**src/rtl/call_stack_pkg.sv**
```systemverilog
// Shared constants and types for the return-address call stack.
// Holds default geometry, the PC-source encoding that selects the stack,
// and the per-cycle stack operation type.
package call_stack_pkg;

  localparam int DEPTH_DEFAULT = 8;
  localparam int WIDTH_DEFAULT = 32;

  typedef enum logic [1:0] {
    PC_SRC_SEQ    = 2'd0,
    PC_SRC_BRANCH = 2'd1,
    PC_SRC_JUMP   = 2'd2,
    PC_SRC_STACK  = 2'd3
  } pc_src_t;

  typedef enum logic [1:0] {
    OP_IDLE    = 2'd0,
    OP_PUSH    = 2'd1,
    OP_POP     = 2'd2,
    OP_REPLACE = 2'd3
  } stack_op_t;

endpackage

```
**src/rtl/call_stack_if.sv**
```systemverilog
// Handshake bundle between the fetch stage (master) and the call stack (slave).
interface call_stack_if
  import call_stack_pkg::*;
#(
  parameter int DEPTH = DEPTH_DEFAULT,
  parameter int WIDTH = WIDTH_DEFAULT
) ();

  logic                       EN;
  logic                       push;
  logic                       pop;
  logic [WIDTH-1:0]           pushData;
  logic [WIDTH-1:0]           topStack;
  logic                       empty;
  logic                       full;
  logic [$clog2(DEPTH+1)-1:0] count;
  logic                       overflow;
  logic                       underflow;

  modport master (
    output EN, push, pop, pushData,
    input  topStack, empty, full, count, overflow, underflow
  );

  modport slave (
    input  EN, push, pop, pushData,
    output topStack, empty, full, count, overflow, underflow
  );

endinterface

```
**src/rtl/call_stack_mem.sv**
```systemverilog
// Return-address storage: DEPTH x WIDTH array, one synchronous write port
// and one asynchronous read port so the top entry is visible combinationally.
module call_stack_mem
  import call_stack_pkg::*;
#(
  parameter int DEPTH = DEPTH_DEFAULT,
  parameter int WIDTH = WIDTH_DEFAULT
) (
  input  logic                     clock,
  input  logic                     we,
  input  logic [$clog2(DEPTH)-1:0] waddr,
  input  logic [WIDTH-1:0]         wdata,
  input  logic [$clog2(DEPTH)-1:0] raddr,
  output logic [WIDTH-1:0]         rdata
);

  logic [WIDTH-1:0] mem [DEPTH];

  // Write the addressed entry on the clock edge; contents are never cleared.
  always_ff @(posedge clock) begin
    if (we) begin
      mem[waddr] <= wdata;
    end
  end

  assign rdata = mem[raddr];

endmodule

```
**src/rtl/call_stack.sv**
```systemverilog
// Hardware call stack for return addresses (pointer, count and sticky flags).
// Optional feature macro: CALL_STACK_WRAP_EN -- when defined, a push while full
// overwrites the oldest entry circularly; when undefined, such a push is dropped.
module call_stack
  import call_stack_pkg::*;
#(
  parameter int DEPTH = DEPTH_DEFAULT,
  parameter int WIDTH = WIDTH_DEFAULT
) (
  input  logic         clock,
  input  logic         reset,
  call_stack_if.slave  bus
);

  localparam int AW = $clog2(DEPTH);
  localparam int CW = $clog2(DEPTH+1);

`ifdef CALL_STACK_WRAP_EN
  localparam bit WRAP_EN = 1'b1;
`else
  localparam bit WRAP_EN = 1'b0;
`endif

  logic [AW-1:0]    wp;
  logic [AW-1:0]    top_idx;
  logic [AW-1:0]    wr_addr;
  logic [CW-1:0]    count_q;
  logic             overflow_q;
  logic             underflow_q;
  logic             is_empty;
  logic             is_full;
  logic             wr_en;
  logic             mem_we;
  logic [WIDTH-1:0] rd_data;
  stack_op_t        op;

  assign is_empty = (count_q == '0);
  assign is_full  = (count_q == CW'(DEPTH));
  assign top_idx  = wp - 1'b1;

  // Decode this cycle's operation; push+pop on an empty stack degrades to a push.
  always_comb begin
    op = OP_IDLE;
    if (bus.EN) begin
      if (bus.push && (!bus.pop || is_empty)) begin
        op = OP_PUSH;
      end else if (bus.push && bus.pop) begin
        op = OP_REPLACE;
      end else if (bus.pop && !is_empty) begin
        op = OP_POP;
      end
    end
  end

  // Select the write slot: next free slot for a push, current top for a replace.
  always_comb begin
    wr_en   = 1'b0;
    wr_addr = wp;
    case (op)
      OP_PUSH:    wr_en = !is_full || WRAP_EN;
      OP_REPLACE: begin
        wr_en   = 1'b1;
        wr_addr = top_idx;
      end
      default:    wr_en = 1'b0;
    endcase
  end

  assign mem_we = wr_en && !reset;

  // Pointer, occupancy and sticky error flags; reset wins over every request.
  always_ff @(posedge clock) begin
    if (reset) begin
      wp          <= '0;
      count_q     <= '0;
      overflow_q  <= 1'b0;
      underflow_q <= 1'b0;
    end else begin
      case (op)
        OP_PUSH: begin
          if (!is_full) begin
            wp      <= wp + 1'b1;
            count_q <= count_q + 1'b1;
          end else begin
            overflow_q <= 1'b1;
            if (WRAP_EN) begin
              wp <= wp + 1'b1;
            end
          end
        end
        OP_POP: begin
          wp      <= wp - 1'b1;
          count_q <= count_q - 1'b1;
        end
        default: begin
        end
      endcase
      if (bus.EN && bus.pop && is_empty) begin
        underflow_q <= 1'b1;
      end
    end
  end

  call_stack_mem #(
    .DEPTH (DEPTH),
    .WIDTH (WIDTH)
  ) u_mem (
    .clock (clock),
    .we    (mem_we),
    .waddr (wr_addr),
    .wdata (bus.pushData),
    .raddr (top_idx),
    .rdata (rd_data)
  );

  assign bus.topStack  = is_empty ? '0 : rd_data;
  assign bus.empty     = is_empty;
  assign bus.full      = is_full;
  assign bus.count     = count_q;
  assign bus.overflow  = overflow_q;
  assign bus.underflow = underflow_q;

endmodule

```
**src/flat_wrapper.sv**
```systemverilog
// flat-port wrapper written by rule: the top's interface ports become plain ports
module call_stack_flat import call_stack_pkg::*;
#(
  parameter int DEPTH = DEPTH_DEFAULT,
  parameter int WIDTH = WIDTH_DEFAULT
)
  (clock, reset, bus_EN, bus_push, bus_pop, bus_pushData, bus_topStack, bus_empty, bus_full, bus_count, bus_overflow, bus_underflow);
  call_stack_if #(.DEPTH(DEPTH), .WIDTH(WIDTH)) bus_i ();
  input  logic clock;
  input  logic reset;
  input wire logic [$bits(bus_i.EN)-1:0] bus_EN;
  input wire logic [$bits(bus_i.push)-1:0] bus_push;
  input wire logic [$bits(bus_i.pop)-1:0] bus_pop;
  input wire logic [$bits(bus_i.pushData)-1:0] bus_pushData;
  output wire logic [$bits(bus_i.topStack)-1:0] bus_topStack;
  output wire logic [$bits(bus_i.empty)-1:0] bus_empty;
  output wire logic [$bits(bus_i.full)-1:0] bus_full;
  output wire logic [$bits(bus_i.count)-1:0] bus_count;
  output wire logic [$bits(bus_i.overflow)-1:0] bus_overflow;
  output wire logic [$bits(bus_i.underflow)-1:0] bus_underflow;
  assign bus_i.EN = bus_EN;
  assign bus_i.push = bus_push;
  assign bus_i.pop = bus_pop;
  assign bus_i.pushData = bus_pushData;
  assign bus_topStack = bus_i.topStack;
  assign bus_empty = bus_i.empty;
  assign bus_full = bus_i.full;
  assign bus_count = bus_i.count;
  assign bus_overflow = bus_i.overflow;
  assign bus_underflow = bus_i.underflow;
  call_stack #(.DEPTH(DEPTH), .WIDTH(WIDTH)) u_core (.clock(clock), .reset(reset), .bus(bus_i));
endmodule
```
**config.mk**
```make
export PLATFORM = sky130hd
export DESIGN_NAME = call_stack_flat
export DESIGN_NICKNAME = d
export VERILOG_FILES = /design/src/rtl/call_stack_pkg.sv /design/src/rtl/call_stack_if.sv /design/src/rtl/call_stack_mem.sv /design/src/rtl/call_stack.sv /design/src/flat_wrapper.sv
export SDC_FILE = /design/constraint.sdc
export NUM_CORES = 1
export LEC_CHECK = 0
export BUFFER_PORTS_ARGS = -buffer_cell sky130_fd_sc_hd__buf_2
export CELL_PAD_IN_SITES_DETAIL_PLACEMENT = 1
export CELL_PAD_IN_SITES_GLOBAL_PLACEMENT = 2
export CORE_MARGIN = 5
export CORE_UTILIZATION = 49
export CTS_CLUSTER_DIAMETER = 150
export DETAILED_ROUTE_END_ITERATION = 8
export PLACE_DENSITY = 0.82
export SYNTH_ARGS = -nofsm -noshare
export SYNTH_HDL_FRONTEND = slang
export SYNTH_SLANG_ARGS = --single-unit
```
**constraint.sdc**
```tcl
create_clock -name clock -period 7.9 [get_ports clock]
set_clock_uncertainty 0.15 [all_clocks]
set_input_delay 1.58 -clock clock [delete_from_list [all_inputs] [get_ports clock]]
set_output_delay 1.58 -clock clock [all_outputs]
set_load 0.01 [all_outputs]
```
==> results of run 1 <==
[layout by cell type (no fill, tap or decap), types with 3 or more instances in the layout]
cell type / instances
o21ai_0: 3
bufinv_16: 5
buf_4: 11
nand2_1: 69
inv_1: 5
a211oi_1: 8
clkbuf_1: 7
nand3_1: 3
a21oi_1: 36
buf_2: 76
mux4_2: 64
edfxtp_1: 256
clkinv_1: 7
clkbuf_16: 27
nor2_4: 8
ha_1: 3
nor2_1: 6
nor3_1: 6
nor4b_1: 3
dfxtp_1: 8
[sequential cells by signal (all words and copies together) (netlist names)]
signal	flops
u_core.u_mem.mem	256
u_core.bus.underflow	1
u_core.wp	3
u_core.bus.count	4
u_core.bus.overflow	1
[stage by stage]
step	hold WS (ps)	instances
after floorplan	320	548
final	301	925
after CTS	310	925
after detailed placement	301	877
after global placement	289	877
after global routing	329	925
[power by group]
part / switching, uW / leakage, uW / internal (uW)
Combinational: 223 / 0.00116 / 147
Sequential: 13.9 / 0.00238 / 1560
Clock: 501 / 0.000430 / 786
Total: 737 / 0.00397 / 2490
[routing by layer]
layer / share of wire, % / wire length, microns / global-route usage, %
met5: 0 / 0 / 0
met4: 1.4 / 330 / 4.30
met3: 4.9 / 1110 / 3.05
met2: 51 / 11800 / 32.9
met1: 42 / 9670 / 25.4
[worst max-delay path: stages (launching register included)]
cell and delay, ps:
dfxtp_4 620, inv_1 190, ha_4 220, nor2b_1 320
nand2b_2 780, nand2_1 140, a21oi_1 300, buf_2 200
[final cells by class]
cell class | count | area share, %
clock buffer | 34 | 5.80
clock inverter | 14 | 1.54
inverter | 7 | 0.259
multi-input combinational | 243 | 20.7
sequential | 265 | 65.1
tap | 275 | 2.84
timing repair buffer | 87 | 3.83
[cell usage after synthesis, types with 2 or more instances]
library cell  instances  area, sq um
nor3_1                6         30.0
clkbuf_1             20         75.1
ha_1                  4         50.1
nand2b_1              2         12.5
o21ai_0               3         15.0
buf_6                 3         33.8
nand3_1               3         15.0
nand2_1              69          259
a311oi_1              2         17.5
buf_2                 7         35.0
nor2_1               14         52.6
mux4_2               64         1440
o21a_1                2         15.0
nor2b_1               3         18.8
nor4b_1               3         26.3
and3_1                2         12.5
dfxtp_1               9          180
a211oi_1              8         60.1
buf_1                 3         11.3
inv_1                 5         18.8
nor4_1                2         12.5
edfxtp_1            256         7690
a21oi_1              36          180
[kinds of logic (layout without fill, tap and decap cells)]
| group | Yosys count | in the layout | synth area share (%) |
|---|---|---|---|
| DFF | 265 | 265 | 75.1 |
| adders and majority gates | 5 | 5 | 0.669 |
| AOI/OAI and AO/OA | 59 | 59 | 3.46 |
| xor gates and xnor gates | 1 | 1 | 0.0836 |
| buffers and inverters | 40 | 142 | 1.78 |
| muxes | 67 | 67 | 14.1 |
| and+or+nand+nor | 111 | 111 | 4.77 |
[final timing paths]
kind	from	end	slack, ps	cells after the start
setup / recovery	u_core.wp[0]	bus_topStack[13]	2860	7
hold / removal	u_core.bus.overflow	u_core.bus.overflow	300	2
setup reg to reg	u_core.wp[0]	u_core.u_mem.mem[1][11]	4090	6
hold reg to reg	u_core.bus.overflow	u_core.bus.overflow	300	2
==> flow_summary_export.csv, run 1 <==
group,metric,value,unit
die,floorplan.initialDensity,49.8,%
layout,final_nets,673,
cts,numClockSinks,265,
logic_synthesis,post_synth_num_cell_types,45,
global_routing,grt_start_max_net_pins,73,
global_routing,number_of_antenna_violations_at_the_first_check_in_global_routing,0,
cts,h-tree-depth,1,
logic_synthesis,synth-seq-area-share,75.1,%
logic_synthesis,yosys_most_used_dff,"edfxtp_1",
placed_design,worst_setup_timing_slack_at_the_placement_stage,3360,ps
layout,fin_util,57.6,%
logic_synthesis,number_of_flops_mapped_to_enable_cells_by_yosys,256,
die,fp.dieW,156,microns
pwr,p_leak,0.00397,uW
critical_path,crit_path_start_kind,"register",
logic_synthesis,asyncSetResetFlopFracSynth,0,%
run,max-cap-violations,0,
critical_path,timing_worst_setup_path_type,"reg -> out",
cts,postCtsSetupRepairBufs,0,
cts,cts-buffers-inserted,27,
cts,cts.root.buffer_cell,"clkbuf_16",
route,detailedRoute.firstPassIterationCount,4,
layout,multi_input_combinational_cell_area,2500,sq um
sta,rsz0062_at_grt,"no",
route,postRouteAntennaNets,0,
route,drt-total-wl,22900,microns
route,detail_route.vias_per_cell,5.81,
critical_path,arrival,3310,ps
sta,setup_violations,0,
logic_synthesis,synth.ff_latch_count,265,
die,floorplan.rows,53,
cts,cts_hold_repair.buffers,0,
pwr,vdd_ir_drop_max,205,uV
sta,final_worst_setup_slack,2860,ps
logic_synthesis,yosys_warn_count,0,
pwr,p_total,3230,uW
global_routing,vias_in_the_first_global_route,5943,
cts,clock_tree_from_tritoncts,"yes",
placed_design,gp_routability_congestion,0.780,
die,io_pins,77,
global_routing,global_route.overflow_total,0,
logic_synthesis,syn-cell-area,10500,sq um
placed_design,place.detailed.hpwl,13100,microns
global_routing,grt_use_total,18.9,%
worst_hold_path,timing.hold.worst.class,"reg -> reg",
cts,max-clock-path-buffers,3,
sta,max_clock_freq,198,MHz
critical_path,worstSetupEndpointType,"output pin",
layout,post-route-cell-area,12100,sq um
logic_synthesis,synth_nets,590,
route,detail_route.iter0.violations,324,
placed_design,placed_area,11200,sq um
layout,drive_above_1_share,31.5,%
sta,worst_pin_slew,1010,ps
critical_path,critPathRequiredTime,6170,ps
cts,clk-insertion-delay-late,520,ps
critical_path,path_max_fanout,32,
sta,timing.final.hold_violations,0,
pwr,pwr_density_cell,267,nW/um^2
layout,nFillCells,1848,
placed_design,buffers_added_on_ports,76,
global_routing,wire_length_of_the_first_global_routing_pass,35100,microns
cts,cts.reportedPaths.clkPinSlew,60,ps
die,die_area,24400,sq um
route,drt-wirelength-per-cell,24.7,microns
route,drc,0,
layout,seq_area,7870,sq um
sta,final.min_clock_period,5040,ps
sta,drv_slew,0,
cts,postCtsResizedCells,0,
sta,setup-tns-final,0,ps
route,route.vias.total,5370,
logic_synthesis,synthesized_area_per_cell,19.1,sq um
sta,final.period_utilization,63.8,%
sta,slew_headroom,31.6,%
status,result_of_the_run,"completed",
die,core_area,21000,sq um
layout,n_antenna_cell,0,
logic_synthesis,postSynthCellCount,548,
layout,area_growth_syn_to_layout,15.5,%
die,die_h,156,microns
(Power assumes the default switching activity.)
==> run 2: changes to the inputs <==
CORE_UTILIZATION = 41   (was 49)
PLACE_DENSITY = 0.73   (was 0.82)
clock period = 4.25 ns   (was 7.9 ns; I/O delays follow)
==> run 2 against run 1 <==
Effect of this change: sequential share of layout area shrank 0.97 points; clock-buffer cell count shrank 3; flip-flop and latch count is the same; sequential power grew 85%; critical path depth grew 1; via count is the same; non-clock buffer count grew 12; global-route usage shrank 2.1 points; first-iteration DRC count grew 13%; die area grew 18%; wire length grew 2.8%; largest power group unchanged.
==> flow_summary_export.csv, run 2 (same netlist as run 1, synthesis figures left out) <==
group,metric,value,unit
status,result_of_the_run,"completed",
die,floorplan.rows,58,
layout,mostFrequentLayoutCell,"edfxtp_1",
pwr,pwr_density_cell,484,nW/um^2
critical_path,arrival,2920,ps
route,drt-total-wl,23500,microns
sta,timing.final.hold_violations,0,
worst_hold_path,hold-path-endpoint,"u_core.bus.overflow",
cts,numClockSinks,265,
layout,area_growth_syn_to_layout,17.3,%
die,io_pins,77,
route,route.vias.total,5370,
layout,fin_util,48.8,%
layout,registers.top_by_ff_count,"u_core.u_mem.mem",
worst_hold_path,timing.hold.worst.class,"reg -> reg",
route,drt-wirelength-per-cell,23.7,microns
placed_design,gp_routability_congestion,0.783,
cts,clk-insertion-delay-late,530,ps
die,floorplan.initialDensity,41.6,%
sta,slew_headroom,37.0,%
layout,stdcell_count,993,
run,max-cap-violations,0,
critical_path,worstReg2RegStart,"u_core.bus.count[0]",
cts,cts.reportedPaths.clkPinSlew,60,ps
route,detail_route.iter0.violations,367,
sta,setup_violations,0,
critical_path,critPathRequiredTime,3250,ps
sta,max_clock_freq,255,MHz
critical_path,path_max_fanout,21,
cts,postCtsResizedCells,0,
global_routing,grt_start_max_net_pins,46,
critical_path,crit-reg2reg-capture,"u_core.bus.count[3]",
cts,max-clock-path-buffers,3,
route,detailedRoute.firstPassIterationCount,4,
route,postRouteAntennaNets,0,
die,fp.dieW,170,microns
layout,mostFrequentLayoutCells,"edfxtp_1 (256), buf_2 (76), nand2_1 (69)",
sta,drv_slew,0,
worst_hold_path,hold_start,"u_core.bus.overflow",
sta,setup-tns-final,0,ps
route,detail_route.vias_per_cell,5.41,
sta,final.min_clock_period,3920,ps
placed_design,post_placement_cell_count,944,
layout,drive_above_1_share,33.5,%
critical_path,worstSetupEndpointType,"output pin",
placed_design,buffers_added_on_ports,76,
layout,largest_register_ffs,256,
global_routing,vias_in_the_first_global_route,6086,
layout,nFillCells,2352,
die,die_h,170,microns
global_routing,wire_length_of_the_first_global_routing_pass,36900,microns
cts,postCtsSetupRepairBufs,0,
global_routing,global_route.overflow_total,0,
cts,h-tree-depth,1,
cts,clock_tree_from_tritoncts,"yes",
critical_path,rrSetupSlack,940,ps
cts,cts_hold_repair.buffers,0,
global_routing,grt_use_total,16.7,%
critical_path,crit_path_start_kind,"register",
die,die_area,28800,sq um
pwr,p_leak,0.00403,uW
cts,cts-buffers-inserted,27,
pwr,vdd_ir_drop_max,250,uV
sta,rsz0062_at_grt,"no",
critical_path,worst_r2r_path_depth,9,
worst_hold_path,timing.hold.worst_path_depth,2,
sta,worst_pin_slew,945,ps
layout,final_nets,685,
pwr,p_total,5950,uW
route,drc,0,
sta,final.period_utilization,92.3,%
die,core_area,25200,sq um
cts,cts.root.buffer_cell,"clkbuf_16",
placed_design,place.detailed.hpwl,14000,microns
layout,n_antenna_cell,0,
global_routing,number_of_antenna_violations_at_the_first_check_in_global_routing,1,
critical_path,timing_worst_setup_path_type,"reg -> out",
-- run 2: cell count changes in the layout (fill, tap and decap cells not counted), sizes merged --
cell	change
clkinvlp	+1
buf	+12
clkinv	+4
inv	+1
clkbuf	-3
bufinv	-2
-- run 2: critical path: stages, from the launching register on --
cell and delay, ps:
dfxtp_1 400, inv_1 120, ha_4 200, nor2b_1 310, nand2b_2 640, buf_4 290
nand2_1 70, a21oi_1 190, buf_2 170
-- run 2: final cells by class --
type / count / area (sq um) / area share (%)
clock buffers: 31 / 691 / 5.62
flip-flops and latches: 265 / 7870 / 64.1
multi-input cells: 243 / 2500 / 20.4
repair buffers: 99 / 603 / 4.91
inverters: 7 / 31.3 / 0.255
clock inverters: 18 / 171 / 1.40
well taps: 330 / 413 / 3.36
-- run 2: metal layers --
metal	GRT usage [%]	routed length (microns)
met5	0	20
met2	29.1	12100
met4	3.71	265
met1	22.4	9910
met3	2.76	1250
-- run 2: worst max-delay path by stage --
| stage | cells past startpoint | slack (ps) | start | endpoint |
|---|---|---|---|---|
| global route | 8 | 60 | u_core.wp[1] | bus_topStack[30] |
| finish | 8 | 330 | u_core.wp[1] | bus_topStack[30] |
| global placement | 8 | 980 | u_core.wp[1] | bus_topStack[2] |
| floorplan | 9 | 120 | u_core.wp[0] | u_core.u_mem.mem[0][0] |
| detailed placement | 8 | 830 | u_core.wp[1] | bus_topStack[30] |
| CTS | 8 | 260 | u_core.wp[1] | bus_topStack[30] |
-- run 2: metrics by stage --
stage	setup WS [ps]	hold WS (ps)	area (sq um)
4_1_cts	260	306	12300
5_1_grt	60.5	321	12300
3_5_place_dp	826	296	11400
6_report	329	303	12300
2_1_floorplan	123	320	10500
3_3_place_gp	979	291	11400
-- run 2: report_power, final --
| part | total [uW] | internal, uW | switching (uW) |
|---|---|---|---|
| sequential | 2910 | 2900 | 13.3 |
| clock | 2310 | 1350 | 958 |
| combinational | 730 | 287 | 443 |
| total | 5950 | 4530 | 1410 |
==> run 3: changes to the inputs <==
ABC_AREA = 1   (was not set)
CORE_UTILIZATION = 38   (was 41)
==> run 3 against run 2 <==
Effect of this change: via count grew 23%; sequential power is essentially flat; combinational power grew 17%; highest routed layer is now met4; die area grew 10%; register-to-register slack gained 300 ps; critical path type unchanged; flip-flop and latch count is the same; critical endpoint is now bus_topStack[27]; non-clock buffer count shrank 6; total power grew 1.5%; first-iteration DRC count shrank 15%; global-route usage shrank 0.49 points; largest power group unchanged; design area grew 1.4%.
==> flow_summary_export.csv, run 3 <==
group,metric,value,unit
sta,worst_pin_slew,1120,ps
layout,largest_register_ffs,256,
critical_path,cp_slowest_stage_delay,840,ps
route,drc,0,
logic_synthesis,number_of_flops_mapped_to_enable_cells_by_yosys,256,
layout,mostFrequentLayoutCell,"edfxtp_1",
die,core_area,27900,sq um
logic_synthesis,synth_top_cell_area_share,71.5,%
pwr,cellInternalPower,4480,uW
pwr,sequential_share_of_power,48.3,%
placed_design,buffers_added_on_ports,76,
route,postRouteAntennaNets,0,
die,floorplan.initialDensity,38.6,%
critical_path,timing_worst_setup_path_type,"reg -> out",
cts,postCtsSetupRepairBufs,0,
cts,h-tree-depth,1,
logic_synthesis,netlist_top_cells_count,"edfxtp_1 (256), nor2_1 (205), o21ai_0 (102)",
logic_synthesis,asyncSetResetFlopFracSynth,0,%
die,die_area,31800,sq um
route,detail_route.vias_per_cell,5.08,
status,result_of_the_run,"completed",
logic_synthesis,synth.area.top_cells,"edfxtp_1 (71%), nor2_1 (7.2%), o21ai_0 (4.7%)",
sta,drv_slew,0,
sta,final.min_clock_period,3690,ps
route,route.vias.total,6583,
logic_synthesis,yosys_most_used_dff,"edfxtp_1",
layout,fin_util,44.7,%
pwr,vdd_ir_drop_max,336,uV
layout,drive_above_1_share,17.1,%
sta,rsz0062_at_grt,"no",
pwr,power.clock.fraction,37.6,%
cts,numClockSinks,265,
sta,final.period_utilization,86.9,%
route,detailedRoute.firstPassIterationCount,4,
die,fp.dieW,178,microns
pwr,swShare,25.8,%
route,detail_route.iter0.violations,311,
layout,area_growth_syn_to_layout,15.8,%
placed_design,place.detailed.hpwl,14500,microns
logic_synthesis,yosys_warn_count,0,
layout,n_antenna_cell,0,
critical_path,path_max_fanout,97,
critical_path,rrSetupSlack,1240,ps
die,io_pins,77,
cts,cts-buffers-inserted,29,
route,drt-wirelength-per-cell,19.9,microns
sta,setup-tns-final,0,ps
sta,max_clock_freq,271,MHz
logic_synthesis,synth-seq-area-share,73.2,%
layout,registers.top_by_ff_count,"u_core.u_mem.mem",
logic_synthesis,postSynthCellCount,823,
cts,clock_tree_from_tritoncts,"yes",
sta,slew_headroom,25.6,%
cts,postCtsResizedCells,0,
critical_path,cp_top_family,"buffers and inverters",
sta,hold-worst-slack,310,ps
logic_synthesis,post-synth-top-count-cell,"edfxtp_1",
global_routing,global_route.overflow_total,0,
global_routing,vias_in_the_first_global_route,7040,
pwr,switchingPower,1560,uW
critical_path,worstSetupEndpointType,"output pin",
cts,cts.root.buffer_cell,"clkbuf_16",
sta,timing.final.hold_violations,0,
critical_path,cpMostUsedCell,"o21ai_1",
global_routing,number_of_antenna_violations_at_the_first_check_in_global_routing,0,
critical_path,cpMaxStageDelayCell,"buf_4",
layout,mostFrequentLayoutCells,"edfxtp_1 (256), nor2_1 (197), o21ai_0 (102)",
pwr,p_total,6040,uW
critical_path,timing.critical_path.buf_inv,3,
die,floorplan.rows,61,
logic_synthesis,syn-cell-area,10800,sq um
layout,final_nets,940,
sta,setup_violations,0,
logic_synthesis,post_synth_num_cell_types,36,
critical_path,critPathRequiredTime,3250,ps
critical_path,arrival,2690,ps
run,max-cap-violations,0,
cts,clk-insertion-delay-late,540,ps
critical_path,cp_cell_sequence,"clkinv_2 -> buf_4 -> o21ai_0 -> o21ai_1 -> o21ai_1 -> nor2_1 -> buf_2",
placed_design,gp_routability_congestion,0.704,
worst_hold_path,timing.hold.worst.class,"reg -> reg",
route,drt-total-wl,25800,microns
logic_synthesis,synth_area_leader,"edfxtp_1",
critical_path,crit_path_start_kind,"register",
logic_synthesis,synth.ff_latch_count,265,
pwr,pwr_density_cell,485,nW/um^2
pwr,p_leak,0.00423,uW
die,die_h,178,microns
cts,cts_hold_repair.buffers,0,
logic_synthesis,synth_nets,865,
logic_synthesis,synthesized_area_per_cell,13.1,sq um
pwr,p_comb_share,14.1,%
cts,max-clock-path-buffers,3,
cts,cts.reportedPaths.clkPinSlew,60,ps
global_routing,grt_start_max_net_pins,98,
global_routing,grt_use_total,16.3,%
global_routing,wire_length_of_the_first_global_routing_pass,40100,microns
[run 3: cell count changes after synthesis, moves of 6 or more]
cell      delta
a211oi_1     -8
mux4_2      -64
buf_2        +8
nand2_1     -52
o22ai_1     +32
buf_4        +6
nor2_1     +191
inv_1       +12
a21oi_1     -31
o21ai_0     +99
mux2i_1     +31
o21ai_1     +64
[run 3: worst register-to-register path: cells and delay by family, from the launching register on]
kind / cells / cell delay [ps]
buffers and inverters: 3 / 1160
and+or+nand+nor: 2 / 830
DFF: 1 / 350
xor gates and xnor gates: 1 / 220
[run 3: final timing paths]
check	start	endpoint	depth (start not counted)
worst max-delay path	u_core.wp[0]	bus_topStack[27]	7
worst min-delay path	u_core.bus.underflow	u_core.bus.underflow	1
worst max register to register	u_core.wp[0]	u_core.u_mem.mem[4][9]	6
worst min register to register	u_core.bus.underflow	u_core.bus.underflow	1
[run 3: logic make-up after synthesis]
| logic type | synth area share [%] |
|---|---|
| multiplexers | 2.98 |
| buffers and inverters | 3.50 |
| AND/OR/NAND/NOR | 8.90 |
| adder cells (fa/ha/maj) | 0.651 |
| XOR/XNOR | 0.547 |
| AO/OA/AOI/OAI | 10.3 |
| flip-flops | 73.2 |
[run 3: power by group through the flow]
stage	sequential [uW]	clock [uW]	combinational (uW)
6_report	2920	2270	851
5_1_grt	2920	2450	951
4_1_cts	2920	2330	876
3_5_place_dp	2970	0	870
3_3_place_gp	2970	0	861
2_1_floorplan	2970	0	559
[run 3: area by class of cell]
type | instances | area, sq um
clock inverter | 14 | 95.1
tap | 378 | 473
sequential | 265 | 7870
fill | 2915 | 15400
timing repair buffer | 93 | 583
multi-input combinational | 488 | 2590
clock buffer | 37 | 756
inverter | 21 | 80.1
[run 3: through the flow]
stage,std cells,setup slack (ps),area (sq um)
finish,1296,558,12500
global route,1296,326,12500
CTS,1296,500,12500
detailed placement,1245,1060,11600
global placement,1245,1080,11600
floorplan,823,819,10800
[run 3: routing by layer]
| metal | track usage (%) | wire length [microns] | vias up |
|---|---|---|---|
| li1 | - | - | 3133 |
| met1 | 21.1 | 11400 | 3299 |
| met5 | 0 | 0 | - |
| met3 | 2.56 | 1040 | 37 |
| met2 | 28.7 | 12800 | 114 |
| met4 | 4.03 | 524 | 0 |
